[config.mk]
export PLATFORM = sky130hd
export DESIGN_NAME = clk_enable_gen
export DESIGN_NICKNAME = d
export VERILOG_FILES = /design/src/rtl/clk_enable_gen.sv
export SDC_FILE = /design/constraint.sdc
export NUM_CORES = 1
export LEC_CHECK = 0
export ABC_AREA = 1
export BUFFER_PORTS_ARGS = -buffer_cell sky130_fd_sc_hd__buf_2
export CAP_MARGIN = 5
export CORE_UTILIZATION = 50
export CTS_BUF_LIST = sky130_fd_sc_hd__clkbuf_16
export DETAILED_ROUTE_END_ITERATION = 7
export PLACE_DENSITY = 0.65
export SYNTH_ARGS = -nofsm -noshare
export SYNTH_HDL_FRONTEND = slang
export SYNTH_SLANG_ARGS = --single-unit
[constraint.sdc]
create_clock -name clk -period 7.2 [get_ports clk]
set_input_delay 0.72 -clock clk [delete_from_list [all_inputs] [get_ports clk]]
set_output_delay 0.72 -clock clk [all_outputs]
set_load 0.05 [all_outputs]
[src/rtl/clk_enable_gen.sv]
// rtl/clk_enable_gen.sv - multi-channel programmable tick / square-wave clock-enable generator
// Optional phase-alignment input `sync` is present only when CLKDIV_SYNC_EN is defined.
module clk_enable_gen #(
    parameter int CHANNELS  = 4,
    parameter int DIV_W     = 8,
    parameter int RESET_DIV = 1,
    localparam int CH_W     = (CHANNELS > 1) ? $clog2(CHANNELS) : 1
) (
    input  logic                clk,
    input  logic                rst,
    input  logic                cfg_we,
    input  logic [CH_W-1:0]     cfg_ch,
    input  logic [DIV_W-1:0]    cfg_div,
    output logic [CHANNELS-1:0] cfg_pending,
    output logic [CHANNELS-1:0] tick,
    output logic [CHANNELS-1:0] clk_out
`ifdef CLKDIV_SYNC_EN
    ,
    input  logic                sync
`endif
);

    for (genvar n = 0; n < CHANNELS; n++) begin : g_ch
        logic [DIV_W-1:0] div_q;
        logic [DIV_W-1:0] cnt_q;
        logic [DIV_W-1:0] pend_div_q;
        logic             pend_q;
        logic             tick_q;
        logic             clk_q;
        logic             wr_hit;

        // Out-of-range channel numbers match no channel and are dropped.
        assign wr_hit = cfg_we && (32'(cfg_ch) == n);

        always_ff @(posedge clk or posedge rst) begin
            if (rst) begin
                div_q      <= DIV_W'(RESET_DIV);
                cnt_q      <= '0;
                pend_div_q <= '0;
                pend_q     <= 1'b0;
                tick_q     <= 1'b0;
                clk_q      <= 1'b0;
            end else begin
`ifdef CLKDIV_SYNC_EN
                if (sync || (div_q == '0)) begin
`else
                if (div_q == '0) begin
`endif
                    cnt_q  <= '0;
                    tick_q <= 1'b0;
                    clk_q  <= 1'b0;
                    if (pend_q) begin
                        div_q  <= pend_div_q;
                        pend_q <= 1'b0;
                    end
                end else if (cnt_q == (div_q - DIV_W'(1))) begin
                    // Divisor changes only land here, so no period is ever cut short.
                    cnt_q  <= '0;
                    tick_q <= 1'b1;
                    if (pend_q) begin
                        div_q  <= pend_div_q;
                        pend_q <= 1'b0;
                        clk_q  <= (pend_div_q == '0) ? 1'b0 : ~clk_q;
                    end else begin
                        clk_q  <= ~clk_q;
                    end
                end else begin
                    cnt_q  <= cnt_q + DIV_W'(1);
                    tick_q <= 1'b0;
                end

                // A write on an apply edge stays pending for the next period.
                if (wr_hit) begin
                    pend_div_q <= cfg_div;
                    pend_q     <= 1'b1;
                end
            end
        end

        assign cfg_pending[n] = pend_q;
        assign tick[n]        = tick_q;
        assign clk_out[n]     = clk_q;
    end

endmodule

==> run metrics, run 1 <==
commonest non-fill, non-tap cell in the layout=nand2_1; Reg area=~0.0027 sq mm; Syn Area/Cell=roughly 8 sq um; layout cell share with drive strength beyond 1=9.88%; Setup Viol. Count Final=0; Port Buffer Count=24; Design Area, Final=0.00604 sq mm; Startpoint Class=register; Place WS=between 4 and 5 ns; GRT met3 Usage=2.71%; setup TNS=0 ns; Detail Placement HPWL=7.80 mm; drt pass-1 iters=4; synth-to-layout area growth=7.48%; status=finished, final reports clean; area of the die=0.0117 sq mm; register bit total from synthesis=around 110; unrepaired setup endpoints after global routing=false; Fmax achieved=approximately 450 MHz; P_leak=3.17 nW; Rel. slew slack=43.9%; CTS Hold Buffers Added=0; Placeable Area=between 0.01 and 0.015 sq mm; Placer Congestion=between 0.8 and 0.9; most frequent cells in the layout=nand2_1 (218), dfrtp_1 (104), nand3_1 (80); DRC viols=0; Num CTS Buffers=9; fin. max-slew vios=0; synthesized cell area=0.00562 sq mm; Peak supply drop=0.000267 V; largest net degree at the start of global routing=slightly below 70; Post-Route WL=10.6 mm; vias in the first global route=around 4,000; Worst setup EP type=register; Final Hold Slack=a little over 0.4 ns; placed cell areas=roughly 0.0058 sq mm; Min-Delay Path Class=in -> async; Clock Skew=0.00547 ns; CTS sink cnt=around 110; die height=108 um; nets@finish=745; Vias=4,394; row count=38; final-report hold violation count=0; total congestion overflow=0; CTS tree=yes; antenna viol nets, final=0; max-cap violations=0; first-pass GRT wire length=18.4 mm; critical path peak fanout=17; GR peak layer=met2; setup bufs post-CTS=0; initial core utilization=51.6%; sequential area share after synthesis=slightly below 50%; Fillers=1,011; crit share post-route=30.8%; area taken by multi-input logic gates=0.00245 sq mm; clk_lat worst skew=0.34 ns; Setup CP Type=reg -> reg; Ports=25; Final WS setup=between 4 and 5 ns; synth unique cells=32; crit path time final=2.21 ns; power per cell area=roughly 410 mW/mm^2; htree depth=3; post-synth net total=~730; Initial DRC Count=260; initial antenna violation count=0; Final Power=0.00250 W; Chip Width=~110 um; met2 GRT Util=30.8%; Clock transition at path regs=approximately 0.08 ns; n_diodes=0; clock buffer depth=2; Gate Count Post-Synth=712; GRT met1 Usage=between 20% and 30%; CP required=between 7 and 8 ns; Post-CTS Resized=0; Synth warnings=0; CP arrival=2.45 ns; Clock Tree Root=clkbuf_16; Routed wire per std cell=12.2 um; overall routing resource usage=19.9%; drt via density=between 5 and 6; Worst-Margin Slew=0.842 ns
[path summary, 6_finish.rpt]
kind | startpoint | endpoint | slack (ns) | cells after the start
worst max-delay path | g_ch[3].div_q[0]$_DFFE_PP1P_ | g_ch[3].div_q[3]$_DFFE_PP0P_ | 4.99 | 14
worst min-delay path | rst | g_ch[3].cnt_q[4]$_DFF_PP0_ | 0.40 | 2
worst max register to register | g_ch[3].div_q[0]$_DFFE_PP1P_ | g_ch[3].div_q[3]$_DFFE_PP0P_ | 4.99 | 14
worst min register to register | g_ch[3].div_q[0]$_DFFE_PP1P_ | g_ch[3].div_q[0]$_DFFE_PP1P_ | 0.48 | 2
max in group asynchronous | rst | g_ch[1].pend_div_q[2]$_DFFE_PP0P_ | 5.55 | 3
min in group clk | g_ch[3].div_q[0]$_DFFE_PP1P_ | g_ch[3].div_q[0]$_DFFE_PP1P_ | 0.48 | 2
[final cells by class]
class	instances	area share (%)
repair buffers	25	2.11
clock buffers	9	3.73
clock inverters	7	0.994
flip-flops and latches	108	44.8
well taps	140	2.90
inverters	78	4.89
multi-input cells	502	40.6
[flip-flops by register name, summed over array words and instances, names as in the netlist]
| name | count |
|---|---|
| g_ch.cnt_q | 32 |
| g_ch.pend_div_q | 32 |
| g_ch.div_q | 32 |
| g_ch.clk_q | 4 |
| g_ch.tick_q | 4 |
| g_ch.pend_q | 4 |
[synth_stat cells, drive strengths merged]
master,number,share of area (%)
xor2,22,3.4
a21oi,3,0.27
nor3b,4,0.53
a31oi,6,0.67
nor3,9,0.89
nor4,9,1.0
inv,77,5.1
and3,2,0.22
o21ai,39,3.5
ha,8,1.8
nand4,2,0.22
nand2,230,16
clkinv,1,0.067
nand3,83,7.7
dfstp,4,1.9
nand3b,1,0.13
nor2,75,5.3
xor3,1,0.42
dfrtp,104,46
clkbuf,4,0.27
buf,20,2.8
xnor2,8,1.2
[report_power, final]
group / internal, W / total [W] / switching, W
sequential: 0.000787 / 0.000992 / 0.000204
combinational: 0.000368 / 0.00103 / 0.000665
clock: 0.000240 / 0.000473 / 0.000233
total: 0.00140 / 0.00250 / 0.00110
[critical path, cell delays in order, from the launching register on]
cell	delay, ns
dfstp_2	0.54
inv_1	0.09
ha_1	0.31
inv_1	0.06
nand2_1	0.04
nand2_1	0.05
nand2_1	0.05
nor2_1	0.10
nand3_1	0.08
nor2_1	0.12
nand3_2	0.15
nand2_4	0.21
nand2_2	0.15
nand2_1	0.10
nand2_1	0.05
[layer usage]
layer / routed length, um / share of wire [%] / vias up
li1: - / - / 2270
met1: 5370 / 51 / 2053
met2: 4790 / 45 / 59
met3: 331 / 3.1 / 12
met4: 125 / 1.2 / 0
met5: 0 / 0 / -
[logic make-up (layout without fill, tap and decap cells)]
family / Yosys count / count (layout) / synth area share, %
XOR/XNOR: 31 / 31 / 5.10
adder cells (fa/ha/maj): 8 / 8 / 1.78
AND/OR/NAND/NOR: 415 / 415 / 32.2
buffers and inverters: 102 / 119 / 8.24
AO/OA/AOI/OAI: 48 / 48 / 4.47
flip-flops: 108 / 108 / 48.2
[stage by stage]
stage	cells	util [%]
floorplan	712	-
global placement	853	52.9
detailed placement	853	52.9
CTS	869	55.5
global route	869	55.5
finish	869	55.5
No activity file was read; power rests on OpenSTA's default activity.
==> inputs of run 2 (changes only) <==
PLACE_DENSITY = 0.67   (was 0.65)
clock period = 2 ns   (was 7.2 ns; I/O delays follow)
==> run 2 against run 1 <==
Compared with the run above:
- die area stayed put
- cell area up 8.8%
- routed wire length up 11%
- fmax rose by 14%
- via count increased by 4.4%
- largest power group unchanged
==> run metrics, run 2 (same netlist as run 1, synthesis figures left out) <==
Rel. slew slack=56.8% (+13 points); drt pass-1 iters=4 (unchanged); Chip Width=108 um (unchanged); Ports=25 (unchanged); vias in the first global route=4,369 (+9.2%); final core utilization=60.4% (+4.9 points); Clock transition at path regs=0.07 ns (about the same); row count=38 (unchanged); Port Buffer Count=24 (unchanged); largest net degree at the start of global routing=51 (-25%); Detail Placement HPWL=8.16 mm (+4.6%); Placer Congestion=0.870 (+0.75%); Clock Tree Root=clkbuf_16; overall routing resource usage=21.3% (+1.4 points); Startpoint Class=register; max-cap violations=0 (unchanged); setup TNS=0 ns (unchanged); Setup Viol. Count Final=0 (unchanged); Final WS setup=0.0538 ns (-4.93 ns); n_diodes=0 (unchanged); Placeable Area=0.0109 sq mm (unchanged); Worst-Margin Slew=0.647 ns (-0.195 ns); Initial DRC Count=224 (-14%); nets@finish=770 (+3.4%); status=finished, final reports clean; CP required=2.28 ns (-5.15 ns); DRC viols=0 (unchanged); fin. max-slew vios=0 (unchanged); unrepaired setup endpoints after global routing=true; final-report hold violation count=0 (unchanged); Final Hold Slack=0.207 ns (-0.197 ns); initial core utilization=51.6% (unchanged); power per cell area=1530 mW/mm^2 (+270%); Min-Delay Path Class=in -> reg; CTS tree=yes; clock buffer depth=2 (unchanged); htree depth=3 (unchanged); commonest non-fill, non-tap cell in the layout=nand2_1; Peak supply drop=0.000765 V (+190%); critical path peak fanout=8 (-9); P_leak=3.36 nW (+6.0%); clk_lat worst skew=0.34 ns (about the same); drt via density=5.13 (+1.5%); CTS sink cnt=108 (unchanged); Routed wire per std cell=13.1 um (+7.7%); die height=108 um (unchanged); antenna viol nets, final=0 (unchanged); crit share post-route=97.3% (+67 points); crit path time final=1.95 ns (-0.269 ns); layout cell share with drive strength beyond 1=19.8% (+9.9 points); Worst setup EP type=register; CP arrival=2.22 ns (-0.23 ns); synth-to-layout area growth=16.9%; total congestion overflow=0 (unchanged); Post-Route WL=11.8 mm (+11%); Setup CP Type=reg -> reg; initial antenna violation count=0 (unchanged); Top Registers=g_ch.cnt_q x32, g_ch.div_q x32, g_ch.pend_div_q x32; first-pass GRT wire length=19.6 mm (+6.8%); Clock Skew=0.00376 ns (-0.00171 ns); Num CTS Buffers=9 (unchanged); area of the die=0.0117 sq mm (unchanged); most frequent cells in the layout=nand2_1 (195), dfrtp_1 (104), nand3_1 (71); Vias=4,589 (+4.4%); Fmax achieved=514 MHz (+14%); Place WS=-0.0336 ns (-5.02 ns)
==> run 2: per-layer routing <==
layer	track usage [%]	wire length, um
met5	0	0
met4	5.87	156
met3	4.22	433
met2	34.4	5600
met1	29.2	5560
==> run 2: final timing paths <==
check                                              from                           endpoint  slack (ns)  cells past startpoint
hold reg to reg              g_ch[0].cnt_q[0]$_DFF_PP0_         g_ch[0].cnt_q[0]$_DFF_PP0_        0.48                      1
setup / recovery           g_ch[0].div_q[0]$_DFFE_PP1P_       g_ch[0].div_q[7]$_DFFE_PP0P_        0.05                     13
max in group asynchronous                           rst       g_ch[2].div_q[0]$_DFFE_PP1P_        0.87                      4
hold / removal                               cfg_div[2]  g_ch[2].pend_div_q[2]$_DFFE_PP0P_        0.21                      3
min in group asynchronous                           rst       g_ch[0].div_q[5]$_DFFE_PP0P_        0.46                      3
setup reg to reg           g_ch[0].div_q[0]$_DFFE_PP1P_       g_ch[0].div_q[7]$_DFFE_PP0P_        0.05                     13
==> run 2: cell type report <==
class	count	area, sq um
clock buffers	9	225
clock inverters	7	58.8
fillers	960	4320
inverters	78	299
multi-input cells	503	2710
flip-flops and latches	108	2710
well taps	140	175
repair buffers	49	397
==> run 2: critical path, cell delays in order (launching register included) <==
cell and delay [ns]:
dfstp_2 0.55, inv_2 0.05, ha_4 0.27, nand2_2 0.04
nand2_1 0.06, nand2_1 0.05, nor2_1 0.09, nand3_1 0.09
nor2_2 0.12, nand3_2 0.11, nand2_4 0.13, buf_12 0.14
nand3_2 0.08, nand2_2 0.10
==> run 2: report_power, final <==
part           internal (W)  switching [W]
clock              0.000954       0.000766
combinational       0.00187        0.00279
sequential          0.00283       0.000827
==> run 2: timing repair <==
| action | 4_1_cts | 5_1_grt |
|---|---|---|
| hold endpoints to repair | 19 | 0 |
| resized for setup | 6 | 66 |
| hold buffers | 1 | 0 |
| setup endpoints to repair | 30 | 73 |
| buffers inserted | 2 | 3 |
| pin swaps | 8 | 40 |
| cloned | 1 | 1 |
==> run 2: per-stage QoR <==
step / power [W] / instances / area (sq um)
after floorplan: 0.00677 / 712 / 5620
after global placement: 0.00751 / 870 / 5930
after detailed placement: 0.00766 / 870 / 5930
after CTS: 0.00950 / 890 / 6280
after global routing: 0.0109 / 894 / 6570
final: 0.0100 / 894 / 6570
==> inputs of run 3 (changes only) <==
ABC_AREA = 0   (was 1)
CAP_MARGIN = 25   (was 5)
==> run 3 against run 2 <==
Compared with the run above:
- the run now ends with setup timing left
- largest power group unchanged
- die area decreased by 0.19%
- clock skew increased by 0.0011 ns
- global-route usage up 2.2 points
- worst setup slack got worse by 0.67 ns
- first-iteration DRC count decreased by 24%
- routed wire length grew 9.4%
- hold slack got worse by 0.041 ns
- critical path type unchanged
- count of clock-buffer cells in the layout is the same
- synthesized cell count down 25%
- cell count decreased by 12%
- non-clock buffer count up 80
==> run metrics, run 3 <==
htree depth=3 (unchanged); count leader, synth=dfrtp_1; Worst-Margin Slew=0.698 ns (+0.0510 ns); crit share post-route=131% (+34 points); Routed wire per std cell=16.3 um (+24%); Placer Congestion=0.896 (+3.0%); die height=108 um (about the same); Gate Count Post-Synth=531 (-25%); P_leak=3.33 nW (-0.75%); fin. max-slew vios=0 (unchanged); synth-to-layout area growth=33.3%; Ports=25 (unchanged); clock buffer depth=2 (unchanged); Clock Tree Root=clkbuf_16; Startpoint Class=register; Port Buffer Count=24 (unchanged); Post-synth top cells=dfrtp_1 (104), nor2_1 (64), mux2_2 (34); number of flops mapped to enable cells by yosys=0 (unchanged); total congestion overflow=0 (unchanged); Async S/R FF share, synth=100% (unchanged); area of the die=0.0116 sq mm (-0.19%); unrepaired setup endpoints after global routing=true; Vias=4,321 (-5.8%); CTS sink cnt=108 (unchanged); Num CTS Buffers=9 (unchanged); CTS tree=yes; Final Power=0.0121 W (+20%); largest net degree at the start of global routing=30 (-41%); overall routing resource usage=23.5% (+2.2 points); Post-Route WL=12.9 mm (+9.4%); Min-Delay Path Class=in -> reg; Final WS setup=-0.618 ns (-0.671 ns); Setup CP Type=reg -> reg; setup TNS=-24.31 ns (-24.31 ns); register bit total from synthesis=108 (unchanged); Yosys top cell area share=46.4% (+0.093 points); initial antenna violation count=0 (unchanged); nets@finish=663 (-14%); Post-Place Cells=747 (-14%); power per cell area=1610 mW/mm^2 (+5.6%); final core utilization=68.7% (+8.3 points); status=finished, violations left; synth unique cells=59 (+84%); Placeable Area=0.0109 sq mm (unchanged); Peak supply drop=0.00103 V (+35%); Rel. slew slack=53.3% (-3.5 points); Chip Width=108 um (about the same); ys flop type=dfrtp_1; Initial DRC Count=171 (-24%); layout cell share with drive strength beyond 1=48.2% (+28 points); R2R setup slack=-0.62 ns (-0.67 ns); post-synth net total=552 (-25%); Fillers=785 (-18%); Top Registers=g_ch.cnt_q x32, g_ch.div_q x32, g_ch.pend_div_q x32; non-filler cells, final=787 (-12%); DRC viols=0 (unchanged); antenna viol nets, final=0 (unchanged); Clock transition at path regs=0.07 ns (about the same); CP required=2.23 ns (-0.05 ns); drt via density=5.49 (+7.0%); Fmax achieved=382 MHz (-26%); n_diodes=0 (unchanged); synthesized cell area=0.00561 sq mm (-0.20%); final-report hold violation count=0 (unchanged); Detail Placement HPWL=8.79 mm (+7.6%); most frequent cells in the layout=dfrtp_1 (102), buf_4 (82), nor2_1 (32); Worst setup EP type=register; first-pass GRT wire length=21.3 mm (+8.3%); Syn Area/Cell=10.6 sq um (+34%); max-cap violations=0 (unchanged); crit path time final=2.62 ns (+0.671 ns); critical path peak fanout=3 (-5); clk_lat worst skew=0.34 ns (about the same); commonest non-fill, non-tap cell in the layout=dfrtp_1; vias in the first global route=4,397 (+0.64%); initial core utilization=51.5% (-0.10 points); Synth warnings=0 (unchanged); CP arrival=2.85 ns (+0.63 ns); row count=38 (unchanged); top post-synthesis cells by area=dfrtp_1 (46%), mux2_2 (6.8%), xnor2_1 (4.5%), xor2_1 (4.5%), nor2_1 (4.3%); sequential area share after synthesis=48.3% (+0.097 points); drt pass-1 iters=4 (unchanged); failing checks=setup timing; Synth area leader=dfrtp_1; Clock Skew=0.00488 ns (+0.00112 ns); Setup Viol. Count Final=76 (+76)
run 3: final cells by class:
cell class / instances / area [sq um] / area share (%)
inverter: 22 / 88.8 / 1.19
clock buffer: 9 / 225 / 3.01
tap: 140 / 175 / 2.34
sequential: 108 / 2710 / 36.2
clock inverter: 7 / 67.6 / 0.903
timing repair buffer: 129 / 1040 / 13.9
multi-input combinational: 372 / 3180 / 42.5
run 3: critical path, stage by stage (launching register included):
cell       delay, ns
dfrtp_1         0.39
inv_2           0.07
ha_4            0.12
or4b_4          0.46
or3_4           0.35
a2111oi_4       0.32
o2111ai_2       0.25
o41ai_4         0.13
nand2_4         0.11
mux2_4          0.31
run 3: stage by stage:
step                hold WS (ns)  cell area (sq um)  worst slack, ns
floorplan                  0.317               5810           -0.691
global placement           0.326               6500           -0.655
detailed placement         0.334               6500           -0.756
CTS                        0.162               7150           -0.639
global route               0.161               7480           -0.704
finish                     0.166               7480           -0.618
run 3: logic make-up after synthesis:
| logic type | share of synthesized area [%] |
|---|---|
| muxes | 9.32 |
| and+or+nand+nor | 17.7 |
| DFF | 48.3 |
| AOI/OAI and AO/OA | 8.59 |
| buffers and inverters | 5.31 |
| adders and majority gates | 1.78 |
| xor gates and xnor gates | 9.06 |
run 3: path summary, 6_finish.rpt:
check,from,endpoint,cells after the start
worst max register to register,g_ch[3].div_q[1]$_DFFE_PP0P_,g_ch[3].div_q[1]$_DFFE_PP0P_,9
min in group asynchronous,rst,g_ch[2].cnt_q[5]$_DFF_PP0_,3
worst min register to register,g_ch[3].pend_div_q[5]$_DFFE_PP0P_,g_ch[3].div_q[5]$_DFFE_PP0P_,2
worst min-delay path,cfg_div[2],g_ch[2].pend_div_q[2]$_DFFE_PP0P_,2
max in group asynchronous,rst,g_ch[0].cnt_q[1]$_DFF_PP0_,4
worst max-delay path,g_ch[3].div_q[1]$_DFFE_PP0P_,g_ch[3].div_q[1]$_DFFE_PP0P_,9
run 3: what timing repair did:
action | CTS | global route
cloned | 1 | 1
hold endpoints to repair | 23 | 0
hold buffers | 1 | 0
setup buffers | 14 | 14
resized for setup | 69 | 78
pin swaps | 20 | 32
setup endpoints to repair | 75 | 76
run 3: metal layers:
metal / track usage [%] / up-vias / part of all wire, %
met5: 0 / - / 0
met2: 39.1 / 70 / 50
li1: - / 2063 / -
met4: 5.77 / 0 / 0.93
met3: 4.30 / 10 / 2.8
met1: 31.8 / 2178 / 47
run 3: power by group:
part	switching, W	leakage, nW	internal [W]
Clock	0.000802	0.143	0.000967
Combinational	0.00312	1.85	0.00336
Sequential	0.000865	1.34	0.00294
Total	0.00479	3.33	0.00727
